===== src/rtl/pc_fetch_unit_pkg.sv =====
// Shared definitions for the instruction fetch stage.
// Holds the default PC and instruction widths, the fetch FSM encodings and the next-PC select codes.
// There is no logic here, so it adds no latency and needs no backpressure handling.
package pc_fetch_unit_pkg;

  localparam int PC_W_DEF    = 6;
  localparam int INSTR_W_DEF = 16;

  // Fetch FSM encoding. The state register can also hold 3, which is not
  // a valid state; the FSM sends that value back to BOOT.
  typedef enum logic [1:0] {
    ST_BOOT   = 2'd0,
    ST_RUN    = 2'd1,
    ST_HALTED = 2'd2
  } fetch_state_t;

  // Reason the next-PC mux picked its output, listed from highest to lowest priority.
  typedef enum logic [1:0] {
    SEL_HALT  = 2'd0,
    SEL_BRA   = 2'd1,
    SEL_STALL = 2'd2,
    SEL_SEQ   = 2'd3
  } nxt_sel_t;

endpackage


===== src/rtl/pc_fetch_unit_pc_next_mux.sv =====
// Next-PC priority select for the RUN state: halt, then branch, then stall, then PC+1.
// Purely combinational, so it adds no cycles of latency.
// There is no backpressure input; a stall is one of the select inputs.
// Ports: i_pc (current PC), i_bra_pc (branch target), i_halt_req, i_pcsrc, i_stall,
//        o_pc_nxt (selected next PC), o_sel (which rule fired).
module pc_next_mux
  import pc_fetch_unit_pkg::*;
#(
  parameter int PC_W = PC_W_DEF
) (
  input  logic [PC_W-1:0] i_pc,
  input  logic [PC_W-1:0] i_bra_pc,
  input  logic            i_halt_req,
  input  logic            i_pcsrc,
  input  logic            i_stall,
  output logic [PC_W-1:0] o_pc_nxt,
  output nxt_sel_t        o_sel
);

  logic [PC_W-1:0] w_pc_inc;

  // The add wraps naturally at PC_W bits, so all-ones rolls over to zero.
  assign w_pc_inc = i_pc + PC_W'(1);

  always_comb begin
    o_pc_nxt = w_pc_inc;
    o_sel    = SEL_SEQ;
    if (i_halt_req) begin
      o_pc_nxt = i_pc;
      o_sel    = SEL_HALT;
    end else if (i_pcsrc) begin
      o_pc_nxt = i_bra_pc;
      o_sel    = SEL_BRA;
    end else if (i_stall) begin
      o_pc_nxt = i_pc;
      o_sel    = SEL_STALL;
    end
  end

endmodule


===== src/rtl/pc_fetch_unit.sv =====
// Instruction fetch stage: holds the PC, steps the BOOT/RUN/HALTED FSM and loads the IF/ID register.
// Latency: a redirect takes effect on imem_addr one cycle after it is seen; fetched data is registered into IF/ID.
// Backpressure: stall holds both the PC and IF/ID, but a taken branch overrides the stall.
// Ports: clk, rst_n (synchronous, active low), stall, pcsrc, pcsrc2, bra_pc, halt_req,
//        imem_data -> imem_addr, if_id_instr, if_id_pc1, if_id_valid, flush_id_ex, fetch_state.
// Optional build: FETCH_BRA_STATS_EN adds bra_count, a 16-bit saturating count of taken branches seen in RUN.
module pc_fetch_unit
  import pc_fetch_unit_pkg::*;
#(
  parameter int PC_W    = PC_W_DEF,
  parameter int INSTR_W = INSTR_W_DEF
) (
  input  logic               clk,
  input  logic               rst_n,
  input  logic               stall,
  input  logic               pcsrc,
  input  logic               pcsrc2,
  input  logic [PC_W-1:0]    bra_pc,
  input  logic               halt_req,
  input  logic [INSTR_W-1:0] imem_data,
  output logic [PC_W-1:0]    imem_addr,
  output logic [INSTR_W-1:0] if_id_instr,
  output logic [PC_W-1:0]    if_id_pc1,
  output logic               if_id_valid,
  output logic               flush_id_ex,
`ifdef FETCH_BRA_STATS_EN
  output logic [15:0]        bra_count,
`endif
  output logic [1:0]         fetch_state
);

  fetch_state_t       r_state;
  logic [PC_W-1:0]    r_pc;
  logic [INSTR_W-1:0] r_instr;
  logic [PC_W-1:0]    r_pc1;
  logic               r_valid;

  fetch_state_t       w_state_nxt;
  logic [PC_W-1:0]    w_pc_nxt;
  logic [INSTR_W-1:0] w_instr_nxt;
  logic [PC_W-1:0]    w_pc1_nxt;
  logic               w_valid_nxt;

  logic [PC_W-1:0]    w_mux_pc;
  nxt_sel_t           w_mux_sel;

  pc_next_mux #(
    .PC_W (PC_W)
  ) u_pc_next_mux (
    .i_pc       (r_pc),
    .i_bra_pc   (bra_pc),
    .i_halt_req (halt_req),
    .i_pcsrc    (pcsrc),
    .i_stall    (stall),
    .o_pc_nxt   (w_mux_pc),
    .o_sel      (w_mux_sel)
  );

  always_comb begin
    w_state_nxt = r_state;
    w_pc_nxt    = r_pc;
    w_instr_nxt = r_instr;
    w_pc1_nxt   = r_pc1;
    w_valid_nxt = r_valid;
    case (r_state)
      ST_BOOT: begin
        w_pc_nxt    = '0;
        w_state_nxt = ST_RUN;
      end
      ST_RUN: begin
        w_pc_nxt = w_mux_pc;
        case (w_mux_sel)
          SEL_HALT: begin
            w_valid_nxt = 1'b0;
            w_state_nxt = ST_HALTED;
          end
          // The word fetched in this cycle is on the wrong path, so it is
          // dropped rather than loaded into IF/ID.
          SEL_BRA: w_valid_nxt = 1'b0;
          SEL_STALL: ;
          default: begin
            w_instr_nxt = imem_data;
            w_pc1_nxt   = w_mux_pc;
            w_valid_nxt = 1'b1;
          end
        endcase
      end
      ST_HALTED: ;
      default: begin
        w_state_nxt = ST_BOOT;
        w_pc_nxt    = '0;
        w_valid_nxt = 1'b0;
      end
    endcase
  end

  always_ff @(posedge clk) begin
    if (!rst_n) begin
      r_state <= ST_BOOT;
      r_pc    <= '0;
      r_instr <= '0;
      r_pc1   <= '0;
      r_valid <= 1'b0;
    end else begin
      r_state <= w_state_nxt;
      r_pc    <= w_pc_nxt;
      r_instr <= w_instr_nxt;
      r_pc1   <= w_pc1_nxt;
      r_valid <= w_valid_nxt;
    end
  end

`ifdef FETCH_BRA_STATS_EN
  logic [15:0] r_bra_count;

  always_ff @(posedge clk) begin
    if (!rst_n) begin
      r_bra_count <= '0;
    end else if ((r_state == ST_RUN) && pcsrc && (r_bra_count != 16'hFFFF)) begin
      r_bra_count <= r_bra_count + 16'd1;
    end
  end

  assign bra_count = r_bra_count;
`endif

  // BOOT always fetches from address 0. This also covers the case where BOOT
  // is entered from the unused encoding with a stale PC still in the register.
  assign imem_addr   = (r_state == ST_BOOT) ? '0 : r_pc;
  assign if_id_instr = r_instr;
  assign if_id_pc1   = r_pc1;
  assign if_id_valid = r_valid;
  assign fetch_state = r_state;

  // An EXE-stage branch squashes ID/EX only when it is also a real taken
  // branch. pcsrc2 on its own is ignored.
  assign flush_id_ex = rst_n && (r_state == ST_RUN) && pcsrc && pcsrc2;

endmodule


===== config.mk =====
export PLATFORM = sky130hd
export DESIGN_NAME = pc_fetch_unit
export DESIGN_NICKNAME = d
export VERILOG_FILES = /design/src/rtl/pc_fetch_unit_pkg.sv /design/src/rtl/pc_fetch_unit_pc_next_mux.sv /design/src/rtl/pc_fetch_unit.sv
export SDC_FILE = /design/constraint.sdc
export NUM_CORES = 1
export LEC_CHECK = 0
export ABC_AREA = 0
export CAP_MARGIN = 20
export CORE_MARGIN = 3
export CORE_UTILIZATION = 42
export DETAILED_ROUTE_END_ITERATION = 12
export PLACE_DENSITY = 0.8
export SLEW_MARGIN = 40
export SYNTH_ARGS = -nofsm -noshare
export SYNTH_HDL_FRONTEND = slang
export SYNTH_SLANG_ARGS = --single-unit
export TNS_END_PERCENT = 10

===== constraint.sdc =====
create_clock -name clk -period 1.66 [get_ports clk]
set_input_delay 0.332 -clock clk [delete_from_list [all_inputs] [get_ports clk]]
set_output_delay 0.332 -clock clk [all_outputs]
set_load 0.02 [all_outputs]

# After elaboration in Yosys (flattened, before gate mapping)
# Cells that the tools add are included.
dict set report word_totals {
  register_bits 31
  inputBits 28
  wordCells 38
}
dict set report op_classes {
  n_addsub 1
  n_eq_ne 6
  n_mux 12
  bitwise_logic 3
  reduce_logical 11
}
# cell count
set ops {}
lappend ops {{two-way mux 6 bit} 4}
lappend ops {{case mux 6 bit (2 select lines)} 1}
lappend ops {{adder 6 x 1 -> 6 bit, second input constant} 1}
lappend ops {{two-way mux 2 bit} 3}
lappend ops {{case mux 2 bit (3 select lines)} 1}
lappend ops {{AND reduction 2 bit} 3}
lappend ops {{== test 2 x 1 -> 1 bit, second input constant} 2}
lappend ops {{== test 2 bit, second input constant} 2}
lappend ops {{zero test 2 bit} 2}
lappend ops {{case mux 1 bit (2 select lines)} 2}
lappend ops {{OR reduction 2 bit} 2}
lappend ops {{logical AND 1 bit} 3}
lappend ops {{NOT 1 bit} 3}
lappend ops {{OR reduction 3 bit} 1}
lappend ops {{!= test 2 x 1 -> 1 bit, second input constant} 1}
lappend ops {{!= test 2 bit, second input constant} 1}
lappend ops {{two-way mux 1 bit} 1}

# Logic depth before layout (Yosys ltp)
# Gate-level depths: netlist of the first run.
dict set report logic_depth {
  word_depth 7
  ltp_mapped 6
}

# Cells and area by module
# A second synthesis of the first run with hierarchy kept.
dict set report hier_totals {
  hier_cells 182
  hier_area_um2 1544.0
}
# module instances cells_per_inst area_each_um2 seq_area_each_um2
set by_module_without_submodules {}
lappend by_module_without_submodules {pc_fetch_unit 1 146 1312.5 620.6}
lappend by_module_without_submodules {pc_next_mux 1 36 231.5 0.0}

# Least setup slack after synthesis of the first run
# Ideal clock, no wire load.
dict set report synth_timing {
  kind {reg2out}
  from {register r_state[1], in the netlist fetch_state[1]}
  to {output imem_addr[0]}
  arrival_time_ns 1.206
  required_time_ns 1.328
  slack_ns 0.122
  path_stages_with_launch 4
  path_buffers 1
  path_cell_list {dfxtp_1 clkbuf_1 nor2_1 nor2b_1}
}
dict set report synth_between {
  elab_chain_len 2
}
# item line
set synth_lines {}
lappend synth_lines {{start, declared} pc_fetch_unit.sv:32} ;# fetch_state_t r_state;
lappend synth_lines {{start signal, assigned} pc_fetch_unit.sv:105} ;# r_state <= w_state_nxt;
lappend synth_lines {{zero test 2 bit} pc_fetch_unit.sv:129} ;# assign imem_addr = (r_state == ST_BOOT) ? '0 : r_pc;
lappend synth_lines {{two-way mux 6 bit} pc_fetch_unit.sv:129}
lappend synth_lines {{end, declared} pc_fetch_unit.sv:21} ;# output logic [PC_W-1:0] imem_addr,
# No other way between the ends.

# Worst setup path in the final report of the first run
dict set report layout_timing {
  from {register r_pc1[0], in the netlist if_id_pc1[0]}
  to {output if_id_pc1[0]}
}
# item line
set layout_rtl {}
lappend layout_rtl {{start, declared} pc_fetch_unit.sv:35} ;# logic [PC_W-1:0] r_pc1;
lappend layout_rtl {{start signal, assigned} pc_fetch_unit.sv:108} ;# r_pc1 <= w_pc1_nxt;
lappend layout_rtl {{end, declared} pc_fetch_unit.sv:23} ;# output logic [PC_W-1:0] if_id_pc1,
# No word-level cell between the ends.

==> results of run 1 <==
## synthesized netlist by cell type
| cell | count | area, um^2 |
|---|---|---|
| nand2_2 | 1 | 6.26 |
| dfxtp_1 | 31 | 621 |
| inv_2 | 1 | 3.75 |
| a21oi_2 | 1 | 8.76 |
| and4b_1 | 1 | 10.0 |
| nand2_1 | 38 | 143 |
| a41o_1 | 1 | 10.0 |
| and2_1 | 1 | 6.26 |
| clkbuf_1 | 5 | 18.8 |
| o21ai_0 | 1 | 5.00 |
| a21o_1 | 1 | 7.51 |
| a32oi_1 | 1 | 8.76 |
| clkbuf_4 | 1 | 7.51 |
| o22ai_1 | 4 | 25.0 |
| o31a_1 | 2 | 17.5 |
| a41oi_1 | 1 | 8.76 |
| inv_1 | 3 | 11.3 |
| nor2_1 | 5 | 18.8 |
| ha_1 | 1 | 12.5 |
| nor3_1 | 2 | 10.0 |
| and3b_1 | 1 | 8.76 |
| o21ai_1 | 7 | 35.0 |
| a21oi_1 | 23 | 115 |
| buf_6 | 1 | 11.3 |
| nand2b_1 | 2 | 12.5 |
| buf_4 | 1 | 7.51 |
| nor3_2 | 1 | 10.0 |
| nand4_1 | 1 | 6.26 |
| o32ai_1 | 2 | 17.5 |
| a2bb2oi_1 | 2 | 17.5 |
| or2b_1 | 1 | 7.51 |
| or4b_4 | 1 | 13.8 |
| nand4b_1 | 2 | 17.5 |
| buf_2 | 4 | 20.0 |
| a211oi_1 | 2 | 15.0 |
| nor2b_1 | 7 | 43.8 |
| and2b_2 | 1 | 8.76 |
| nand3_1 | 12 | 60.1 |
| o31ai_2 | 1 | 12.5 |
## layout make-up
type / instances / area [um^2]
timing repair buffer: 83 / 752
multi-input combinational: 127 / 704
tap: 44 / 55.1
fill: 269 / 910
sequential: 31 / 623
clock buffer: 8 / 68.8
inverter: 4 / 15.0
## routing by layer
| metal | track usage | part of all wire |
|---|---|---|
| met2 | 0.304 | 0.49 |
| met1 | 0.253 | 0.42 |
| met4 | 0.0566 | 0.011 |
| met3 | 0.0633 | 0.076 |
| met5 | 0 | 0 |
## power by group through the flow
stage	Clock (mW)	Sequential, mW	Combinational [mW]
2_1_floorplan	0	0.813	0.108
5_1_grt	0.536	0.782	0.309
6_report	0.483	0.778	0.285
3_3_place_gp	0	0.794	0.289
4_1_cts	0.501	0.778	0.287
3_5_place_dp	0	0.795	0.291
## cell families (layout without fill, tap and decap cells)
| group | count (synthesis) | count (layout) | share of synthesized area |
|---|---|---|---|
| AND/OR/NAND/NOR | 77 | 77 | 0.273 |
| buffers and inverters | 16 | 95 | 0.0572 |
| AO/OA/AOI/OAI | 49 | 49 | 0.217 |
| adder cells (fa/ha/maj) | 1 | 1 | 0.00894 |
| flip-flops | 31 | 31 | 0.443 |
## timing repair
action | 4_1_cts | 5_1_grt
resized for setup | 24 | 13
hold buffers | 0 | 0
setup endpoints to repair | 9 | 15
gates cloned | 0 | 0
## final timing paths
check / end / slack (ns) / cells past startpoint
max: if_id_pc1[0] / 0.04 / 1
max reg2reg: if_id_pc1[2] / 0.15 / 5
min: if_id_instr[4] / 0.46 / 2
min reg2reg: if_id_instr[4] / 0.46 / 2
## flip-flops by register name (all words and copies together), names as in the netlist
| name | flops |
|---|---|
| r_pc | 6 |
| if_id_valid | 1 |
| if_id_instr | 16 |
| fetch_state | 2 |
| if_id_pc1 | 6 |
## through the flow
step / area [um^2] / total power [mW] / setup TNS, ns
2_1_floorplan: 1400 / 0.921 / 0
3_3_place_gp: 2160 / 1.08 / -4.20
3_5_place_dp: 2160 / 1.09 / -6.16
4_1_cts: 2230 / 1.57 / 0
5_1_grt: 2220 / 1.63 / 0
6_report: 2220 / 1.55 / 0
## cell usage in the layout (no fill, tap or decap), types with 2 or more instances in the layout
cell type        count
dfxtp_1             29
nor2b_1              7
clkbuf_4             5
a21oi_1             23
buf_4               24
o31a_1               2
clkdlybuf4s50_1     45
nand2_1             38
nand3_1             12
inv_1                3
dlymetal6s2s_1       5
dlygate4sd2_1        2
nor2_1               5
nand2b_1             2
nand4b_1             2
o21ai_1              7
a2bb2oi_1            2
dfxtp_2              2
o32ai_1              2
nor3_2               2
clkbuf_8             2
buf_2                6
a211oi_1             2
o22ai_1              4
==> impl_metrics.ini, run 1 <==
[status]
status = finished clean

[flow_run]
max_cap_viol_count = 0

[sta]
timing.fmax_mhz = 618
setup_ws_ns = 0.0426
hold_violations = 0
worstMarginPinSlew_ns = 0.304
fin_crit_sh = 0.974
whs_ns = 0.456
skew_ns = 0.00513
drv_slew = 0
slew_headroom = 0.797
timing.final.crit_period_ns = 1.62
setup_viol = 0
rsz0062_at_grt = false

[floorplan]
num_rows = 20
die_width_um = 63.7
die_h_um = 63.7
dieArea_mm2 = 0.00406
ios = 60
start_util = 0.448
core_area_mm2 = 0.00313

[power]
internal_power_mw = 1.17
swShare = 0.246
seq_power_share = 0.503
clockPowerShare = 0.312
leakage_nw = 0.935
pwr-share-comb = 0.184
switchingPower_uw = 380
peakVddDrop_mv = 0.514
power_density_mw_per_mm2 = 697

[final_layout]
num_antenna_cells = 0
drive_gt1_frac = 0.190
final_cell_count_no_fill = 297
areaGrowthSynthToFinish_pct = 58.4
utilization = 0.709
nNetsFinal = 281

[logic_synthesis]
ys_ff_latch = 31
synthCells = 174
synth_cell_types = 39
synth_nets = 203
synth_area_mm2 = 0.00140
yosysSeqAreaShare = 0.443
ys_warn_count = 0
syn_area_per_cell_um2 = 8.05

[detailed_routing]
routed_wl_um = 3740
wl_per_cell_um = 12.6
drtIter0Drc = 144
vias_per_cell = 5.05
drt.antenna.violating_nets = 0
drc = 0
drtPass1Iterations = 4
vias = 1500

[cts]
post_cts_buffers = 0
clk-insertion-delay-late_ns = 0.32
root_buffer = clkbuf_4
clk_pin_slew_ns = 0.09
cts-htree-levels = 2
cts_tree = yes
cts_sinks = 31
clockBufferDepth = 2
numCtsBuffers = 5

[grt]
grt_max_degree = 21
antenna_found_initial = 0
grt_pass1_vias = 1349
track_usage = 0.193
gr-total-overflow = 0
grt_pass1_wl_um = 6160

[setup_path]
crit_chain = clkdlybuf4s50_1
r2r_start = r_pc[0]
slowest_delay_ns = 0.62
path_class = register to output pin
path_buf_inv = 1
cp-start-kind = register
end_kind = output pin
slowest_stage = clkdlybuf4s50_1
crit_path_start = if_id_pc1[0]
crit_arrival_ns = 1.29
crit_fanout = 2
required_ns = 1.33
cpLargestDelayFamily = buffers and inverters

[place]
place_congestion = 0.850
post-place-cells = 289
place_ws_ns = -0.270
hpwl_um = 2960
port-buffer-count = 59

[hold_path]
min_from = if_id_instr[4]
hold_class = register to register
(Power assumes the default switching activity.)
==> inputs of run 2 (changes only) <==
Settings changed: CTS_CLUSTER_DIAMETER set to 40, SLEW_MARGIN 40 to 20.
==> results of run 2 <==
The final DEF is identical to that of run 1; final timing and power are the same.
==> inputs of run 3 (changes only) <==
Settings changed: GPL_TIMING_DRIVEN set to 0.
==> run 3 against run 2 <==
Effect of this change:
- power is 8.6% lower
- global-route usage fell by 0.33 points
- worst hold slack got worse by 0.11 ns
- combinational power down 10%
- via count is 3.9% lower
- core utilization down 3.8 points
- first-iteration DRC count decreased by 35%
- critical endpoint is now imem_addr[5]
==> impl_metrics.ini, run 3 (synthesized netlist as in run 1, its figures left out) <==
[final_layout]
mostFrequentLayoutCells = clkdlybuf4s50_1, nand2_1, dfxtp_1
largest_reg_flops = 16
fin_area_mm2 = 0.00210
num_antenna_cells = 0
final_cell_count_no_fill = 282
utilization = 0.672
nNetsFinal = 268
final_common_cell = clkdlybuf4s50_1
drive_gt1_frac = 0.143
areaGrowthSynthToFinish_pct = 50.0

[place]
place_area_mm2 = 0.00204
port-buffer-count = 58
post-place-cells = 276
place_ws_ns = -0.758
place_congestion = 0.889
hpwl_um = 2820

[hold_path]
min_from = pcsrc
holdPathEnd = if_id_valid
holdPathStages = 3
hold_class = primary input to register

[setup_path]
reg2reg_slack_ns = 0.11
rr_worst_depth = 5
r2r_start = r_pc[1]
r2r-end = if_id_pc1[2]
cp-start-kind = register
required_ns = 1.33
end_kind = output pin
path_class = register to output pin
crit_fanout = 10
crit_arrival_ns = 1.30

[detailed_routing]
drtIter0Drc = 93
drtPass1Iterations = 4
drt.antenna.violating_nets = 0
drc = 0
vias = 1441
routed_wl_um = 3660
vias_per_cell = 5.11
wl_per_cell_um = 13.0

[cts]
root_buffer = clkbuf_4
clockBufferDepth = 2
numCtsBuffers = 5
cts_tree = yes
holdBufCountCts = 0
clk_pin_slew_ns = 0.09
cts-htree-levels = 2
clk-insertion-delay-late_ns = 0.32
cts_sinks = 31

[sta]
fin_crit_sh = 0.984
setup_ws_ns = 0.0264
slew_headroom = 0.688
hold_violations = 0
rsz0062_at_grt = true
timing.final.crit_period_ns = 1.63
drv_slew = 0
skew_ns = 0.00716
setup_viol = 0
worstMarginPinSlew_ns = 0.468
timing.fmax_mhz = 612

[grt]
grt_max_degree = 11
gr-total-overflow = 0
grt_pass1_vias = 1363
track_usage = 0.190
antenna_found_initial = 0
grt_pass1_wl_um = 6160

[floorplan]
die_h_um = 63.7
ios = 60
start_util = 0.448
num_rows = 20
dieArea_mm2 = 0.00406
core_area_mm2 = 0.00313
die_width_um = 63.7

[flow_run]
max_cap_viol_count = 0

[power]
leakage_nw = 0.846
peakVddDrop_mv = 0.421
power_density_mw_per_mm2 = 673
finalPower_mw = 1.41

[status]
status = finished clean
==> run 3: cell types whose count changed in the layout (fill, tap and decap cells not counted), sizes merged <==
| cell | previous run | this run |
|---|---|---|
| clkbuf | 8 | 12 |
| buf | 30 | 12 |
| clkdlybuf4s50 | 45 | 44 |
==> run 3: report_power, final <==
part           switching [mW]  total (mW)  internal [mW]
sequential             0.0191       0.783          0.764
combinational           0.125       0.256          0.131
clock                   0.223       0.374          0.150
total                   0.368        1.41           1.05
==> run 3: timing repair <==
item                                   in CTS  in global routing
resized for setup                          37                 12
buffers inserted                            0                  0
endpoints found under the hold margin       0                  0
setup endpoints to repair                   8                 24
pin swaps                                   1                  0
==> run 3: metrics by stage <==
step           hold slack (ns)  TNS [ns]
5_1_grt                  0.359    -0.102
2_1_floorplan            0.468         0
4_1_cts                  0.337         0
3_3_place_gp             0.441     -5.68
6_report                 0.345         0
3_5_place_dp             0.445     -6.38
==> run 3: area by class of cell <==
type | instances | area [um^2]
plain buffers | 12 | 86.3
clock buffers | 6 | 41.3
fillers | 289 | 1030
inverters | 4 | 15.0
multi-input cells | 127 | 712
flip-flops and latches | 31 | 627
well taps | 44 | 55.1
repair buffers | 58 | 564
==> run 3: worst max path at each step <==
stage	start	slack, ns	to	cells after the start
floorplan	fetch_state[1]	0.12	imem_addr[0]	3
global placement	rst_n	-0.74	flush_id_ex	5
detailed placement	rst_n	-0.76	flush_id_ex	5
CTS	fetch_state[1]	0.02	imem_addr[4]	4
global route	fetch_state[0]	-0.06	flush_id_ex	4
finish	fetch_state[1]	0.03	imem_addr[5]	4
==> run 3: per-layer routing <==
| layer | GRT usage | wire (um) | vias up |
|---|---|---|---|
| met5 | 0 | 0 | - |
| met4 | 0.0647 | 37 | 0 |
| met3 | 0.0598 | 219 | 5 |
| met2 | 0.301 | 1720 | 41 |
| met1 | 0.244 | 1680 | 660 |
| li1 | - | - | 735 |
==> run 3: worst max-delay path: stages, from the launching register on <==
cell             delay (ns)
dfxtp_2                0.35
clkbuf_8               0.17
nor2_4                 0.15
nor2b_1                0.07
clkdlybuf4s15_2        0.25
